--- src/rtl/ssd_scan_ctrl_if.sv ---
// Bus between game/status logic and the seven-segment scan controller:
// value/load request, live display controls and the anode/cathode pins.
interface ssd_scan_ctrl_if #(
    parameter int N_DIGITS = 8,
    parameter int VALUE_W  = 8,
    parameter int PWM_W    = 4
);
    // Handshake: Load is a one-cycle request carrying Value/Hex_Mode and is
    // taken only while Busy=0; a Load seen while Busy=1 (including the final
    // result-copy cycle) is dropped, never queued. Digits_Valid rises with the
    // first completed conversion and stays high until reset.
    logic [VALUE_W-1:0]  Value;
    logic                Load;
    logic                Hex_Mode;
    logic                Blank_Lz;
    logic [PWM_W-1:0]    Brightness;
    logic [N_DIGITS-1:0] Dp_Mask;
    logic                Busy;
    logic                Digits_Valid;
    logic                Overflow;
    logic [N_DIGITS-1:0] An;
    logic [7:0]          Cathodes;
    logic [1:0]          State_Dbg;

    modport master (
        output Value, Load, Hex_Mode, Blank_Lz, Brightness, Dp_Mask,
        input  Busy, Digits_Valid, Overflow, An, Cathodes, State_Dbg
    );

    modport slave (
        input  Value, Load, Hex_Mode, Blank_Lz, Brightness, Dp_Mask,
        output Busy, Digits_Valid, Overflow, An, Cathodes, State_Dbg
    );
endinterface

--- src/rtl/ssd_scan_ctrl.sv ---
// Multi-digit seven-segment scan controller: sequential double-dabble BCD or
// hex conversion into a shadow register, leading-zero blanking, DP and PWM dimming.
module ssd_scan_ctrl #(
    parameter int N_DIGITS = 8,
    parameter int VALUE_W  = 8,
    parameter int SCAN_DIV = 18,
    parameter int PWM_W    = 4
) (
    input  logic           Clk,
    input  logic           Reset,
    ssd_scan_ctrl_if.slave bus
);
    localparam int BCD_W = 4 * N_DIGITS;
    localparam int IDX_W = $clog2(N_DIGITS);
    localparam int CNT_W = $clog2(VALUE_W + 1);
    localparam int EXT_W = (VALUE_W > BCD_W) ? VALUE_W : BCD_W;

    typedef enum logic [1:0] {
        IDLE  = 2'd0,
        SHIFT = 2'd1,
        DONE  = 2'd2
    } state_t;

    state_t             state, state_nxt;
    logic [VALUE_W-1:0] val_q, val_nxt;
    logic               hex_q, hex_nxt;
    logic [BCD_W-1:0]   bcd_q, bcd_nxt;
    logic               ovf_q, ovf_nxt;
    logic [CNT_W-1:0]   cnt_q, cnt_nxt;
    logic [BCD_W-1:0]   shadow_q, shadow_nxt;
    logic               valid_q, valid_nxt;
    logic               ovf_out_q, ovf_out_nxt;

    logic [BCD_W-1:0]   bcd_adj;
    logic [BCD_W-1:0]   bcd_sh;
    logic [VALUE_W-1:0] val_sh;
    logic               shift_out;
    logic [EXT_W-1:0]   hex_ext;

    function automatic logic [6:0] hex_to_ssd(input logic [3:0] d);
        case (d)
            4'h0: return 7'b0000001;
            4'h1: return 7'b1001111;
            4'h2: return 7'b0010010;
            4'h3: return 7'b0000110;
            4'h4: return 7'b1001100;
            4'h5: return 7'b0100100;
            4'h6: return 7'b0100000;
            4'h7: return 7'b0001111;
            4'h8: return 7'b0000000;
            4'h9: return 7'b0000100;
            4'hA: return 7'b0001000;
            4'hB: return 7'b1100000;
            4'hC: return 7'b0110001;
            4'hD: return 7'b1000010;
            4'hE: return 7'b0110000;
            default: return 7'b0111000;
        endcase
    endfunction

    // One double-dabble step: correct each nibble, then shift {BCD,value} left.
    always_comb begin : dabble
        for (int i = 0; i < N_DIGITS; i++) begin
            bcd_adj[4*i +: 4] = (bcd_q[4*i +: 4] >= 4'd5) ? bcd_q[4*i +: 4] + 4'd3
                                                          : bcd_q[4*i +: 4];
        end
        {shift_out, bcd_sh, val_sh} = {bcd_adj, val_q, 1'b0};
        hex_ext = EXT_W'(val_q);
    end

    always_comb begin : fsm_next
        state_nxt   = state;
        val_nxt     = val_q;
        hex_nxt     = hex_q;
        bcd_nxt     = bcd_q;
        ovf_nxt     = ovf_q;
        cnt_nxt     = cnt_q;
        shadow_nxt  = shadow_q;
        valid_nxt   = valid_q;
        ovf_out_nxt = ovf_out_q;
        case (state)
            IDLE: begin
                if (bus.Load) begin
                    val_nxt   = bus.Value;
                    hex_nxt   = bus.Hex_Mode;
                    bcd_nxt   = '0;
                    ovf_nxt   = 1'b0;
                    cnt_nxt   = '0;
                    state_nxt = bus.Hex_Mode ? DONE : SHIFT;
                end
            end
            SHIFT: begin
                bcd_nxt = bcd_sh;
                val_nxt = val_sh;
                ovf_nxt = ovf_q | shift_out;
                cnt_nxt = cnt_q + 1'b1;
                if (cnt_q == CNT_W'(VALUE_W - 1)) state_nxt = DONE;
            end
            DONE: begin
                shadow_nxt  = hex_q ? hex_ext[BCD_W-1:0] : bcd_q;
                ovf_out_nxt = ~hex_q & ovf_q;
                valid_nxt   = 1'b1;
                state_nxt   = IDLE;
            end
            default: state_nxt = IDLE;
        endcase
    end

    always_ff @(posedge Clk or negedge Reset) begin
        if (!Reset) begin
            state     <= IDLE;
            val_q     <= '0;
            hex_q     <= 1'b0;
            bcd_q     <= '0;
            ovf_q     <= 1'b0;
            cnt_q     <= '0;
            shadow_q  <= '0;
            valid_q   <= 1'b0;
            ovf_out_q <= 1'b0;
        end else begin
            state     <= state_nxt;
            val_q     <= val_nxt;
            hex_q     <= hex_nxt;
            bcd_q     <= bcd_nxt;
            ovf_q     <= ovf_nxt;
            cnt_q     <= cnt_nxt;
            shadow_q  <= shadow_nxt;
            valid_q   <= valid_nxt;
            ovf_out_q <= ovf_out_nxt;
        end
    end

    logic [SCAN_DIV-1:0] presc_q;
    logic [IDX_W-1:0]    idx_q;

    always_ff @(posedge Clk or negedge Reset) begin
        if (!Reset) begin
            presc_q <= '0;
            idx_q   <= '0;
        end else begin
            presc_q <= presc_q + 1'b1;
            if (presc_q == '1) idx_q <= (idx_q == IDX_W'(N_DIGITS - 1)) ? '0 : idx_q + 1'b1;
        end
    end

    logic [3:0]          nib [N_DIGITS];
    logic [N_DIGITS-1:0] zero_from;
    logic                zero_acc;
    logic [3:0]          nib_sel;
    logic [PWM_W-1:0]    phase;
    logic                pwm_on, blank_sel, dp_sel, lit;
    logic [6:0]          seg_sel;
    logic [N_DIGITS-1:0] an_nxt, an_q;
    logic [7:0]          cath_nxt, cath_q;

    always_comb begin : display
        zero_acc = 1'b1;
        for (int i = N_DIGITS - 1; i >= 0; i--) begin
            nib[i]       = shadow_q[4*i +: 4];
            zero_acc     = zero_acc & (nib[i] == 4'd0);
            zero_from[i] = zero_acc;
        end
        nib_sel   = nib[idx_q];
        blank_sel = bus.Blank_Lz && (idx_q != '0) && zero_from[idx_q];
        dp_sel    = bus.Dp_Mask[idx_q];
        phase     = presc_q[SCAN_DIV-1 -: PWM_W];
        pwm_on    = (bus.Brightness == '1) || (phase < bus.Brightness);
        if (ovf_out_q)      seg_sel = 7'b1111110;
        else if (blank_sel) seg_sel = 7'b1111111;
        else                seg_sel = hex_to_ssd(nib_sel);
        // A blanked digit keeps its anode only to show a requested DP.
        lit      = valid_q & pwm_on & (ovf_out_q | ~blank_sel | dp_sel);
        an_nxt   = '1;
        if (lit) an_nxt[idx_q] = 1'b0;
        cath_nxt = valid_q ? {seg_sel, ~dp_sel} : 8'hFF;
    end

    always_ff @(posedge Clk or negedge Reset) begin
        if (!Reset) begin
            an_q   <= '1;
            cath_q <= 8'hFF;
        end else begin
            an_q   <= an_nxt;
            cath_q <= cath_nxt;
        end
    end

    assign bus.Busy         = (state != IDLE);
    assign bus.Digits_Valid = valid_q;
    assign bus.Overflow     = ovf_out_q;
    assign bus.An           = an_q;
    assign bus.Cathodes     = cath_q;
    assign bus.State_Dbg    = state;
endmodule

--- src/flat_wrapper.sv ---
// flat-port wrapper written by rule: the top's interface ports become plain ports
module ssd_scan_ctrl_flat 
#(
    parameter int N_DIGITS = 8,
    parameter int VALUE_W  = 8,
    parameter int SCAN_DIV = 18,
    parameter int PWM_W    = 4
)
  (Clk, Reset, bus_Value, bus_Load, bus_Hex_Mode, bus_Blank_Lz, bus_Brightness, bus_Dp_Mask, bus_Busy, bus_Digits_Valid, bus_Overflow, bus_An, bus_Cathodes, bus_State_Dbg);
  ssd_scan_ctrl_if #(.N_DIGITS(N_DIGITS), .VALUE_W(VALUE_W), .PWM_W(PWM_W)) bus_i ();
  input  logic Clk;
  input  logic Reset;
  input wire logic [$bits(bus_i.Value)-1:0] bus_Value;
  input wire logic [$bits(bus_i.Load)-1:0] bus_Load;
  input wire logic [$bits(bus_i.Hex_Mode)-1:0] bus_Hex_Mode;
  input wire logic [$bits(bus_i.Blank_Lz)-1:0] bus_Blank_Lz;
  input wire logic [$bits(bus_i.Brightness)-1:0] bus_Brightness;
  input wire logic [$bits(bus_i.Dp_Mask)-1:0] bus_Dp_Mask;
  output wire logic [$bits(bus_i.Busy)-1:0] bus_Busy;
  output wire logic [$bits(bus_i.Digits_Valid)-1:0] bus_Digits_Valid;
  output wire logic [$bits(bus_i.Overflow)-1:0] bus_Overflow;
  output wire logic [$bits(bus_i.An)-1:0] bus_An;
  output wire logic [$bits(bus_i.Cathodes)-1:0] bus_Cathodes;
  output wire logic [$bits(bus_i.State_Dbg)-1:0] bus_State_Dbg;
  assign bus_i.Value = bus_Value;
  assign bus_i.Load = bus_Load;
  assign bus_i.Hex_Mode = bus_Hex_Mode;
  assign bus_i.Blank_Lz = bus_Blank_Lz;
  assign bus_i.Brightness = bus_Brightness;
  assign bus_i.Dp_Mask = bus_Dp_Mask;
  assign bus_Busy = bus_i.Busy;
  assign bus_Digits_Valid = bus_i.Digits_Valid;
  assign bus_Overflow = bus_i.Overflow;
  assign bus_An = bus_i.An;
  assign bus_Cathodes = bus_i.Cathodes;
  assign bus_State_Dbg = bus_i.State_Dbg;
  ssd_scan_ctrl #(.N_DIGITS(N_DIGITS), .VALUE_W(VALUE_W), .SCAN_DIV(SCAN_DIV), .PWM_W(PWM_W)) u_core (.Clk(Clk), .Reset(Reset), .bus(bus_i));
endmodule
--- config.mk ---
export PLATFORM = sky130hd
export DESIGN_NAME = ssd_scan_ctrl_flat
export DESIGN_NICKNAME = d
export VERILOG_FILES = /design/src/rtl/ssd_scan_ctrl_if.sv /design/src/rtl/ssd_scan_ctrl.sv /design/src/flat_wrapper.sv
export SDC_FILE = /design/constraint.sdc
export NUM_CORES = 1
export LEC_CHECK = 0
export ABC_AREA = 1
export CORE_UTILIZATION = 64
export CTS_CLUSTER_DIAMETER = 200
export DETAILED_ROUTE_END_ITERATION = 16
export PLACE_DENSITY_LB_ADDON = 0.05
export SYNTH_ARGS = -nofsm -noshare
export SYNTH_HDL_FRONTEND = slang
export SYNTH_SLANG_ARGS = --single-unit
--- constraint.sdc ---
create_clock -name Clk -period 2.8 [get_ports Clk]
set_input_delay 0.56 -clock Clk [delete_from_list [all_inputs] [get_ports Clk]]
set_output_delay 0.56 -clock Clk [all_outputs]
set_load 0.005 [all_outputs]
==> results.sh <==
export IMPL_drt_wl_total_mm=14.7
export IMPL_grt_pass1_wl_mm=25.4
export IMPL_gr_usage_all_layers=0.294
export IMPL_gp_congestion=0.867
export IMPL_total_leakage_power_nw=3.79
export IMPL_synth_top_cell_area_share=0.389
export IMPL_num_io_pins=46
export IMPL_power_density_mw_per_mm2=764
export IMPL_whs_ns=0.0642
export IMPL_finalSetupTns_ns=0
export IMPL_num_rows=36
export IMPL_reg2reg_slack_ns=0.40
export IMPL_synthCells=795
export IMPL_grt_overflow=0
export IMPL_yosysWarnings=0
export IMPL_worst_pin_slew_ns=0.892
export IMPL_synth_area_sq_mm=0.00662
export IMPL_ys_seq_area_frac=0.453
export IMPL_yosys_most_used_dff="dfrtp_1"
export IMPL_finalNonFillerCells=988
export IMPL_synth_area_leaders="dfrtp_1 (39%), nand2_1 (11%), dfstp_2 (6.4%)"
export IMPL_via_count=5482
export IMPL_n_antenna_cell=0
export IMPL_final_cell_mix="nand2_1 (192), dfrtp_1 (103), inv_1 (90)"
export IMPL_clock_latency_ns=0.52
export IMPL_synth_simple_area_share=0.252
export IMPL_cts_tree="built"
export IMPL_max_freq_mhz=414
export IMPL_yosysTopAreaCell="dfrtp_1"
export IMPL_finalCriticalPeriod_ns=2.42
export IMPL_initial_utilization=0.668
export IMPL_finalNetCount=897
export IMPL_synth_nets=850
export IMPL_numCtsBuffers=17
export IMPL_status="complete, no violations"
export IMPL_die_area_sq_mm=0.0108
export IMPL_wl_per_cell_microns=14.9
export IMPL_cp_arrival_ns=1.86
export IMPL_synth_top_family_by_area="simple AND/OR/NAND/NOR gates"
export IMPL_rsz0062_at_grt="false"
export IMPL_synth_seq_cells=119
export IMPL_max_vdd_ir_drop_v=0.000938
export IMPL_drt_iter0_markers=361
export IMPL_muxShareOfSynthArea=0.00151
export IMPL_grt_max_degree=53
export IMPL_cap_violations=0
export IMPL_clk_pin_slew_worst_paths_ns=0.06
export IMPL_grt_pass1_vias=5490
export IMPL_root_buffer="clkbuf_8"
export IMPL_reg2reg_from="u_core.idx_q[0]$_DFFE_PN0N_"
export IMPL_critical_path_endpoint_type="output port"
export IMPL_numPortBuffers=45
export IMPL_r2r_end="u_core.bus.Cathodes[4]$_DFF_PN1_"
export IMPL_cp_required_ns=2.24
export IMPL_die_h_microns=104
export IMPL_layout_commonest_cell="nand2_1"
export IMPL_synth_edf_count=0
export IMPL_cp_start_kind="flop"
export IMPL_async_flop_share=1.00
export IMPL_core_area_sq_mm=0.00991
export IMPL_ant_nets=0
export IMPL_syn_avg_cell_area_sq_um=8.33
export IMPL_nFillCells=663
export IMPL_synth_xor_area_share=0.0318
export IMPL_synthAdderAreaFrac=0.0567
export IMPL_drcViolationCount=0
export IMPL_antenna_found_initial=0
export IMPL_drive_above_1_share=0.123
export IMPL_synth_cell_type_count=43
export IMPL_cts_setup_buffers=0
export IMPL_cts_buffer_depth=2
export IMPL_cts_hold_buf=0
export IMPL_die_w_microns=104
export IMPL_ff2ff_path_depth=15
export IMPL_firstDrtPassIters=6
export IMPL_finalSetupViolations=0
export IMPL_slew_limit_headroom=0.405
export IMPL_fin_skew_ns=0.0101
export IMPL_min_path_type="input pin to asynchronous set/reset pin"
export IMPL_final_max_slew_violation_count=0
export IMPL_hpwl_mm=10.2
export IMPL_cts_resized=0
export IMPL_via_per_inst=5.55
export IMPL_htreeDepth=4
export IMPL_crit_fanout=13
export IMPL_hold_viol=0
export IMPL_clock_sinks=119
export IMPL_critPathKind="flop to output port"
export IMPL_synth_compound_area_share=0.120
export IMPL_dp_cells=956
export IMPL_period_share=0.863
export IMPL_area_growth_pct=17.0
## where the power goes
| part | internal [W] | leakage [nW] | switching (W) |
|---|---|---|---|
| Clock | 0.00138 | 0.288 | 0.000750 |
| Sequential | 0.00197 | 1.55 | 0.000191 |
| Combinational | 0.000582 | 1.95 | 0.00105 |
## how the worst max path moves through the flow
| stage | slack (ns) | from | end | cells past startpoint |
|---|---|---|---|---|
| 2_1_floorplan | 0.99 | u_core.idx_q[0]$_DFFE_PN0N_ | u_core.bus.Cathodes[6]$_DFF_PN1_ | 13 |
| 3_3_place_gp | 0.54 | bus_Brightness[1] | u_core.bus.An[6]$_DFF_PN1_ | 9 |
| 3_5_place_dp | 0.43 | bus_Brightness[1] | u_core.bus.An[1]$_DFF_PN1_ | 9 |
| 4_1_cts | 0.38 | u_core.bus.State_Dbg[0]$_DFFE_PN0P_ | bus_Busy | 3 |
| 5_1_grt | 0.11 | u_core.idx_q[0]$_DFFE_PN0N_ | u_core.bus.Cathodes[4]$_DFF_PN1_ | 15 |
| 6_report | 0.38 | u_core.bus.State_Dbg[0]$_DFFE_PN0P_ | bus_Busy | 3 |
## per-layer routing
metal  wire length (microns)  GRT usage  up-vias
met5                       0          0        -
met3                     682     0.0497       29
met4                     269      0.107        0
met2                    6980      0.486      151
li1                        -          -     2696
met1                    6780      0.391     2606
## cells in the mapped netlist, types with 2 or more instances
master / number
nand2_2: 5
buf_4: 2
o32ai_1: 7
o211ai_1: 5
o22ai_1: 23
inv_1: 90
nor2_8: 2
a32o_1: 9
dfstp_2: 16
ha_1: 30
nor3_1: 4
nor2_4: 4
nand2_4: 5
xor2_1: 21
nor2_1: 59
nand3_1: 60
a31oi_1: 3
clkbuf_1: 11
o21ai_0: 58
xnor2_1: 3
a21oi_1: 15
inv_4: 3
buf_2: 8
nand3_2: 6
nand2_1: 192
dfrtp_1: 103
buf_6: 6
o21ai_1: 6
nor2_2: 7
nand4_1: 8
inv_2: 10
a22oi_1: 3
## logic make-up after synthesis
logic type	after synthesis
multiplexers	1
adder cells (fa/ha/maj)	30
XOR/XNOR	24
buffers and inverters	131
AND/OR/NAND/NOR	358
flip-flops	119
AO/OA/AOI/OAI	132
## critical path: stages (launching register included)
cell	delay, ns
dfrtp_1	0.70
nor2_1	0.08
inv_1	0.07
clkdlybuf4s50_1	0.49
## metrics by stage
step / setup WS [ns] / instance area, sq um / utilization / total power [W]
2_1_floorplan: 0.994 / 6620 / - / 0.00325
3_3_place_gp: 0.538 / 7160 / 0.723 / 0.00373
3_5_place_dp: 0.428 / 7160 / 0.723 / 0.00379
4_1_cts: 0.383 / 7750 / 0.782 / 0.00592
5_1_grt: 0.105 / 7750 / 0.782 / 0.00623
6_report: 0.385 / 7750 / 0.782 / 0.00592
## sequential cells by signal, summed over array words and instances, names as in the netlist, 2 cells and up
register,cells
u_core.cnt_q,4
u_core.val_q,8
u_core.bus.Cathodes,8
u_core.idx_q,3
u_core.bcd_q,32
u_core.bus.An,8
u_core.shadow_q,32
u_core.presc_q,18
u_core.bus.State_Dbg,2
## cell type report
cell class,instances,area [sq um],share of cell area
Clock buffer,25,494,0.0638
Timing Repair Buffer,55,536,0.0691
Multi-Input combinational cell,545,3060,0.395
Sequential cell,119,3000,0.387
Tap cell,133,166,0.0215
Inverter,104,398,0.0514
Clock inverter,7,91.3,0.0118
No activity file was read; power rests on OpenSTA's default activity.
